[src/rtl/envelope_mixer_pkg.sv]
// Shared types and constants for the envelope mixer.
// The ADSR state enum, the default level width and the sample saturation limits.
package synthPKG;

    typedef logic signed [15:0] synth_sig;

    typedef enum logic [2:0] {
        IDLE    = 3'd0,
        ATTACK  = 3'd1,
        DECAY   = 3'd2,
        SUSTAIN = 3'd3,
        RELEASE = 3'd4
    } env_state_t;

    localparam int ENV_W_DEF = 8;

    localparam synth_sig SYNTH_MAX = 16'sh7FFF;
    localparam synth_sig SYNTH_MIN = 16'sh8000;

endpackage

[src/rtl/envelope_gen.sv]
// ADSR envelope generator: state machine plus level datapath, advancing only on sample ticks.
// Arithmetic uses one spare bit so that sums and differences clamp instead of wrapping.
module envelope_gen
    import synthPKG::*;
#(
    parameter int ENV_W = ENV_W_DEF
) (
    input  logic             clk_i,
    input  logic             rst_i,
    input  logic             tick_i,
    input  logic             gate_i,
    input  logic [ENV_W-1:0] attackRate_i,
    input  logic [ENV_W-1:0] decayRate_i,
    input  logic [ENV_W-1:0] releaseRate_i,
    input  logic [ENV_W-1:0] sustainLvl_i,
    output env_state_t       state_o,
    output logic [ENV_W-1:0] level_o
);

    localparam logic [ENV_W-1:0] ENV_MAX = '1;

    env_state_t       state_q, state_d;
    logic [ENV_W-1:0] level_q, level_d;
    logic [ENV_W:0]   attackSum;
    logic [ENV_W:0]   decayDiff;
    logic [ENV_W:0]   releaseDiff;

    always_ff @(posedge clk_i or posedge rst_i) begin
        if (rst_i) begin
            state_q <= IDLE;
            level_q <= '0;
        end else begin
            state_q <= state_d;
            level_q <= level_d;
        end
    end

    // A transition tick keeps the level; the new state's arithmetic starts on the next tick.
    always_comb begin
        state_d     = state_q;
        level_d     = level_q;
        attackSum   = {1'b0, level_q} + {1'b0, attackRate_i};
        decayDiff   = {1'b0, level_q} - {1'b0, decayRate_i};
        releaseDiff = {1'b0, level_q} - {1'b0, releaseRate_i};
        if (tick_i) begin
            case (state_q)
                IDLE: begin
                    level_d = '0;
                    if (gate_i) state_d = ATTACK;
                end
                ATTACK: begin
                    if (!gate_i) begin
                        state_d = RELEASE;
                    end else if (attackSum >= {1'b0, ENV_MAX}) begin
                        level_d = ENV_MAX;
                        state_d = DECAY;
                    end else begin
                        level_d = attackSum[ENV_W-1:0];
                    end
                end
                DECAY: begin
                    if (!gate_i) begin
                        state_d = RELEASE;
                    end else if (decayDiff[ENV_W] || (decayDiff[ENV_W-1:0] <= sustainLvl_i)) begin
                        level_d = sustainLvl_i;
                        state_d = SUSTAIN;
                    end else begin
                        level_d = decayDiff[ENV_W-1:0];
                    end
                end
                SUSTAIN: begin
                    if (!gate_i) state_d = RELEASE;
                    else         level_d = sustainLvl_i;
                end
                RELEASE: begin
                    if (gate_i) begin
                        state_d = ATTACK;
                    end else if (releaseDiff[ENV_W] || (releaseDiff[ENV_W-1:0] == '0)) begin
                        level_d = '0;
                        state_d = IDLE;
                    end else begin
                        level_d = releaseDiff[ENV_W-1:0];
                    end
                end
                default: begin
                    state_d = IDLE;
                    level_d = '0;
                end
            endcase
        end
    end

    always_comb begin
        state_o = state_q;
        level_o = level_q;
    end

endmodule

[src/rtl/envelope_mixer.sv]
// Oscillator mixer with ADSR envelope: sums the enabled waveforms, scales by the envelope
// level and saturates to 16 bits through a two-stage pipeline strobed by SAMPLE_TICK.
module envelope_mixer
    import synthPKG::*;
#(
    parameter int ENV_W = ENV_W_DEF
) (
    input  logic             CLK_IN,
    input  logic             RESET,
    input  logic             SAMPLE_TICK,
    input  logic             GATE,
    input  synth_sig         TRI_IN,
    input  synth_sig         SQ_IN,
    input  synth_sig         SIN_IN,
    input  logic [2:0]       MIX_EN,
    input  logic [ENV_W-1:0] ATTACK_RATE,
    input  logic [ENV_W-1:0] DECAY_RATE,
    input  logic [ENV_W-1:0] RELEASE_RATE,
    input  logic [ENV_W-1:0] SUSTAIN_LVL,
    output synth_sig         SAMPLE_OUT,
    output logic             SAMPLE_VALID,
    output env_state_t       ENV_STATE,
    output logic [ENV_W-1:0] ENV_LEVEL
);

    localparam int PW = 18 + ENV_W + 1;
    localparam logic signed [PW-1:0] SAT_HI = PW'(SYNTH_MAX);
    localparam logic signed [PW-1:0] SAT_LO = PW'(SYNTH_MIN);

    logic signed [17:0]      sum_q, sum_d;
    logic [ENV_W-1:0]        lvl_q;
    logic                    stage1Valid_q;
    synth_sig                sampleOut_q, sampleOut_d;
    logic                    sampleValid_q;
    logic signed [ENV_W:0]   lvlSigned;
    logic signed [PW-1:0]    product;
    logic signed [PW-1:0]    scaled;

    envelope_gen #(
        .ENV_W(ENV_W)
    ) u_envelope_gen (
        .clk_i        (CLK_IN),
        .rst_i        (RESET),
        .tick_i       (SAMPLE_TICK),
        .gate_i       (GATE),
        .attackRate_i (ATTACK_RATE),
        .decayRate_i  (DECAY_RATE),
        .releaseRate_i(RELEASE_RATE),
        .sustainLvl_i (SUSTAIN_LVL),
        .state_o      (ENV_STATE),
        .level_o      (ENV_LEVEL)
    );

    always_comb begin
        sum_d = (MIX_EN[0] ? 18'(SQ_IN)  : 18'sd0)
              + (MIX_EN[1] ? 18'(TRI_IN) : 18'sd0)
              + (MIX_EN[2] ? 18'(SIN_IN) : 18'sd0);
    end

    // The level is zero-extended so the multiply stays signed without flipping loud levels negative.
    always_comb begin
        lvlSigned = {1'b0, lvl_q};
        product   = PW'(sum_q) * PW'(lvlSigned);
        scaled    = product >>> ENV_W;
        if (scaled > SAT_HI)      sampleOut_d = SYNTH_MAX;
        else if (scaled < SAT_LO) sampleOut_d = SYNTH_MIN;
        else                      sampleOut_d = scaled[15:0];
    end

    always_ff @(posedge CLK_IN or posedge RESET) begin
        if (RESET) begin
            sum_q         <= '0;
            lvl_q         <= '0;
            stage1Valid_q <= 1'b0;
            sampleOut_q   <= '0;
            sampleValid_q <= 1'b0;
        end else begin
            stage1Valid_q <= SAMPLE_TICK;
            if (SAMPLE_TICK) begin
                sum_q <= sum_d;
                lvl_q <= ENV_LEVEL;
            end
            sampleValid_q <= stage1Valid_q;
            if (stage1Valid_q) sampleOut_q <= sampleOut_d;
        end
    end

    assign SAMPLE_OUT   = sampleOut_q;
    assign SAMPLE_VALID = sampleValid_q;

endmodule

[config.mk]
export PLATFORM = sky130hd
export DESIGN_NAME = envelope_mixer
export DESIGN_NICKNAME = d
export VERILOG_FILES = /design/src/rtl/envelope_mixer_pkg.sv /design/src/rtl/envelope_gen.sv /design/src/rtl/envelope_mixer.sv
export SDC_FILE = /design/constraint.sdc
export NUM_CORES = 1
export LEC_CHECK = 0
export ABC_AREA = 1
export BUFFER_PORTS_ARGS = -buffer_cell sky130_fd_sc_hd__buf_2
export CAP_MARGIN = 20
export CORE_ASPECT_RATIO = 1.5
export CORE_MARGIN = 2
export CORE_UTILIZATION = 45
export DETAILED_ROUTE_END_ITERATION = 7
export HOLD_SLACK_MARGIN = 0.12
export PLACE_DENSITY_LB_ADDON = 0.08
export SYNTH_ARGS = -nofsm -noshare
export SYNTH_HDL_FRONTEND = slang
export SYNTH_HIERARCHICAL = 1
export SYNTH_SLANG_ARGS = --single-unit
[constraint.sdc]
create_clock -name CLK_IN -period 11.4 [get_ports CLK_IN]
set_input_delay 1.14 -clock CLK_IN [delete_from_list [all_inputs] [get_ports CLK_IN]]
set_output_delay 1.14 -clock CLK_IN [all_outputs]
set_load 0.01 [all_outputs]
==> results of run 1 <==
==> where the power goes <==
part | switching, mW | internal, mW | total [mW]
sequential | 0.155 | 0.276 | 0.431
clock | 0.0809 | 0.0898 | 0.171
combinational | 2.02 | 1.18 | 3.20
total | 2.25 | 1.55 | 3.80
==> layer usage <==
metal	up-vias	wire, um	GRT usage (%)
li1	5082	-	-
met1	4552	11100	24.2
met2	173	14200	42.0
met3	50	645	1.27
met4	0	799	7.37
met5	-	0	0
==> worst max path at each step <==
stage,startpoint,endpoint,slack [ns]
after floorplan,lvl_q[0],SAMPLE_OUT[1],6.53
after global placement,lvl_q[1],SAMPLE_OUT[13],6.11
after detailed placement,lvl_q[1],SAMPLE_OUT[14],6.00
after CTS,lvl_q[1],SAMPLE_OUT[14],6.00
after global routing,lvl_q[0],SAMPLE_OUT[11],5.66
final,lvl_q[0],SAMPLE_OUT[14],6.03
==> layout make-up <==
cell class	instances	area, um2
tap	328	410
inverter	431	1620
clock inverter	2	20.0
sequential	55	1380
fill	2638	12700
timing repair buffer	115	591
multi-input combinational	1133	8160
clock buffer	6	139
==> cells in the final DEF (no fill, tap or decap), drive strengths merged, types with 24 or more instances in the layout <==
master,count
fa,133
nand4,24
inv,431
nor2,93
a21oi,76
dfrtp,55
nand2,539
nand3,67
buf,115
ha,98
==> stage by stage <==
stage	power (mW)	cell area (um2)
floorplan	3.11	11400
global placement	3.61	12100
detailed placement	3.67	12100
CTS	3.86	12300
global route	4.33	12300
finish	3.80	12300
==> registers in the layout (all words and copies together), names as in the netlist <==
name / count
u_envelope_gen/state_o: 3
sum_q: 18
SAMPLE_OUT: 16
stage1Valid_q: 1
SAMPLE_VALID: 1
u_envelope_gen/level_o: 8
lvl_q: 8
==> worst min-delay path, cell delays in order (launching register included) <==
cell     delay, ns
dfrtp_1       0.35
nand2_1       0.05
nand2_1       0.06
==> cells by family (layout without fill, tap and decap cells) <==
logic type               Yosys count  in the layout  synth area share (%)
flip-flops                        55             55                  12.1
buffers and inverters            482            554                  16.4
AND/OR/NAND/NOR                  753            753                  29.0
adder cells (fa/ha/maj)          231            231                  34.1
XOR/XNOR                          26             26                  2.00
AO/OA/AOI/OAI                    123            123                  6.48
==> flow_summary.yaml, run 1 <==
run_status:
  status: "finished, final reports clean"
sta:
  tightest_slew_ns: 0.848
  setup_violations: 0
  fin_crit_ns: 5.37
  setup_ws_ns: 6.03
  relSlewSlack_pct: 43.4
  fmax_ghz: 0.186
  skew_ns: 0.00398
  worst_hold_slack_ns: 0.489
  hold_viol: 0
  rsz0062_at_grt: "no"
  min_period_over_period_pct: 47.1
  setup_tns_ns: 0
  slew_viol_final: 0
cts:
  cts_tree: "yes"
  numCtsBuffers: 5
  cts-root-buf: "clkbuf_16"
  htree_num_levels: 2
  clock_sinks: 55
  clock_latency_ns: 0.31
  postCtsSetupBuffers: 0
  ctsHoldBuffers: 0
  post_cts_resized: 0
  cts_max_path_buffers: 2
  clk_pin_slew_ns: 0.08
logic_synthesis:
  synth_nets: 1988
  ys_async_sr_fraction_pct: 100
  synthDominantCellAreaShare_pct: 23.3
  ys_seq_elements: 55
  ys_warn_count: 6
  ys_seq_area_share_pct: 12.1
  synth_top_cell_by_area: "fa_1"
  syn_avg_cell_area_um2: 6.83
  synth.most_common_cell: "nand2_1"
  synthesis.area_um2: 11400
  netlist_instances: 1670
  synth.area.top_cells: "fa_1, nand2_1, inv_1"
  synthFlopType: "dfrtp_1"
  synthTopCellsByCount: "nand2_1, inv_1, fa_1"
  synth_edf_count: 0
  synth.distinct_cells: 51
worst_setup_path:
  reg2regPathDepth: 18
  path_cells: "nand2_1 -> fa_1 -> fa_1 -> inv_1 -> fa_1 -> inv_1 -> fa_1 -> inv_1 -> ha_1 -> nand2_1 -> nor4_2 -> nand3_1 -> nand2_1 -> nand2_1 -> nand2_4 -> nand2_4 -> nand2_4 -> a21oi_1"
  cp_num_buf_inv: 3
  slowest_stage: "dfrtp_1"
  endpoint_kind: "flop"
  timing.rr.start: "lvl_q[0]"
  critPathMaxStageDelay_ns: 0.76
  required_ns: 11.59
  crit_arrival_ns: 5.55
  worstPathMaxFanout: 18
  path_delay_family: "adder cells"
  r2r-end: "SAMPLE_OUT[14]"
  startpoint_type: "flop"
  critPathKind: "reg -> reg"
  reg2reg_slack_ns: 6.03
  cp.depth: 18
worst_hold_path:
  hold_path_end: "SAMPLE_OUT[15]"
  holdPathStages: 2
  worstHoldStart: "SAMPLE_OUT[15]"
  hold_class: "reg -> reg"
cells_and_area:
  drive_gt1_share_pct: 12.4
  antennaDiodeCount: 0
  instances_no_fill: 2070
  area_growth_pct: 7.95
  nNetsFinal: 2059
  final_util_pct: 49.2
floorplanning:
  rows: 71
  die_x_um: 134
  io_pins: 115
  start_util_pct: 45.5
  die_h_um: 199
  core-area_um2: 25100
  dieArea_um2: 26700
power:
  powerDensity_nw_per_um2: 308
  leakage_nw: 7.76
  ir_worst_vdd_mv: 0.569
placed_design:
  place.gp.congestion: 0.895
  place_ws_ns: 6.00
  hpwl_um: 23300
  port_buffers: 114
  dp.cells: 2061
routing:
  drc: 0
  routed_wl_um: 26800
  vias_per_cell: 4.76
  drt_iter0_drc: 309
  drt_first_pass_iters: 5
  vias: 9857
  ant_nets: 0
  wl_per_cell_um: 12.9
global_route:
  grt_use_total_pct: 21.4
  grt_pass1_vias: 10200
  antenna_found_initial: 0
  grt_pass1_wl_um: 46500
  overflow: 0
  grt_max_degree: 45
run:
  maxCapViolCount: 0
Power figures use the tool's default switching activity.
==> run 2, diff against run 1 <==
- clock period: 11.4 -> 4.81 ns (I/O delays scaled with it)
==> flow_summary.yaml, run 2 (same netlist as run 1, synthesis figures left out) <==
sta:
  tightest_slew_ns: 0.880
  fmax_ghz: 0.215
  worst_hold_slack_ns: 0.157
  min_period_over_period_pct: 96.9
  slew_viol_final: 0
  skew_ns: 0.00583
  fin_crit_ns: 4.66
  relSlewSlack_pct: 41.2
  setup_violations: 0
  setup_tns_ns: 0
  hold_viol: 0
cells_and_area:
  area_growth_pct: 20.5
  largest_register: "sum_q"
  nFillCells: 2499
  antennaDiodeCount: 0
  largest_reg_flops: 18
  final_common_cell: "nand2_1"
  nNetsFinal: 2143
  final_cell_mix: "nand2_1, inv_1, fa_1"
  drive_gt1_share_pct: 23.3
global_route:
  grt_use_total_pct: 21.6
  grt_max_degree: 45
  grt_pass1_wl_um: 47200
  overflow: 0
  antenna_found_initial: 0
  grt_pass1_vias: 10400
floorplanning:
  core-area_um2: 25100
  io_pins: 115
  die_h_um: 199
  dieArea_um2: 26700
  start_util_pct: 45.5
  die_x_um: 134
  rows: 71
cts:
  cts_max_path_buffers: 2
  cts_tree: "yes"
  clock_latency_ns: 0.31
  clk_pin_slew_ns: 0.08
  clock_sinks: 55
  htree_num_levels: 2
  numCtsBuffers: 5
  cts-root-buf: "clkbuf_16"
worst_setup_path:
  reg2reg_slack_ns: 0.15
  slowest_stage: "fa_2"
  crit_arrival_ns: 4.91
  path_delay_family: "adder cells"
  crit_start: "lvl_q[5]"
  r2r-end: "SAMPLE_OUT[10]"
  critPathMaxStageDelay_ns: 0.61
  cp_num_buf_inv: 6
  endpoint_kind: "flop"
  path_cells: "buf_4 -> nand2_1 -> inv_1 -> fa_2 -> inv_1 -> fa_1 -> fa_1 -> fa_1 -> inv_1 -> ha_4 -> nand2_2 -> nor4_4 -> buf_4 -> nand3_4 -> buf_4 -> nand3_4 -> nand2_8 -> nand2_8 -> nand2_8 -> a21oi_2"
  timing.rr.start: "lvl_q[5]"
  reg2regPathDepth: 20
  startpoint_type: "flop"
  required_ns: 5.06
  worstPathMaxFanout: 8
  critPathKind: "reg -> reg"
routing:
  drc: 0
  vias: 10300
  ant_nets: 0
  vias_per_cell: 4.76
  drt_first_pass_iters: 5
  routed_wl_um: 28500
  drt_iter0_drc: 366
  wl_per_cell_um: 13.2
run_status:
  status: "finished, final reports clean"
placed_design:
  port_buffers: 114
  place.gp.congestion: 0.898
  hpwl_um: 23900
run:
  maxCapViolCount: 0
worst_hold_path:
  hold_class: "in -> async"
==> run 2: changes by cell type in the layout (fill, tap and decap cells not counted), sizes merged <==
cell and change:
clkbuf +1, buf +81, nand2 +2
==> run 2: routing by layer <==
layer | vias up | GRT usage (%) | routed length (um)
li1 | 5251 | - | -
met1 | 4793 | 23.9 | 11300
met2 | 175 | 43.7 | 15700
met3 | 44 | 1.12 | 626
met4 | 0 | 6.67 | 841
met5 | - | 0 | 0
==> run 2: area by class of cell <==
type                       count  area (um2)  share of cell area (%)
clock buffer                   6         139                    1.01
clock inverter                 2        20.0                   0.146
inverter                     431        1620                    11.8
multi-input combinational   1135        8850                    64.3
sequential                    55        1390                    10.1
tap                          328         410                    2.99
timing repair buffer         197        1320                    9.61
==> run 2: worst max path at each step <==
stage,slack (ns),end,cells after the start
5_1_grt,-0.06,SAMPLE_OUT[10],23
6_report,0.15,SAMPLE_OUT[10],20
3_5_place_dp,-0.32,SAMPLE_OUT[13],18
2_1_floorplan,0.05,SAMPLE_OUT[1],21
4_1_cts,-0.008,SAMPLE_OUT[13],21
3_3_place_gp,-0.23,SAMPLE_OUT[14],18
==> run 2: stage by stage <==
stage	utilization, %	std cells	cell area (um2)	setup slack, ns
after floorplan	-	1670	11400	0.0472
after global placement	50.2	2111	12600	-0.235
after detailed placement	50.2	2111	12600	-0.317
after CTS	51.2	2122	12800	-0.00850
after global routing	54.9	2154	13700	-0.0590
final	54.9	2154	13700	0.149
==> run 2: worst reg2reg max path: stages, from the launching register on <==
cell and delay, ns:
dfrtp_2 0.44, buf_4 0.14, nand2_1 0.05, inv_1 0.06, fa_2 0.61, inv_1 0.06, fa_1 0.46, fa_1 0.51
fa_1 0.55, inv_1 0.07, ha_4 0.29, nand2_2 0.09, nor4_4 0.30, buf_4 0.18, nand3_4 0.09, buf_4 0.15
nand3_4 0.09, nand2_8 0.10, nand2_8 0.11, nand2_8 0.11, a21oi_2 0.14
==> run 2: repair_timing <==
item,in CTS,in global routing
gates cloned,0,3
hold buffers,0,0
pin swaps,1,104
gates resized for setup,13,160
setup buffers,3,29
hold endpoints to repair,0,0
endpoints found under the setup margin,16,16
Power of run 2 is not shown: default switching activity piles up to over one toggle a cycle in this logic, so the estimate is an artifact.
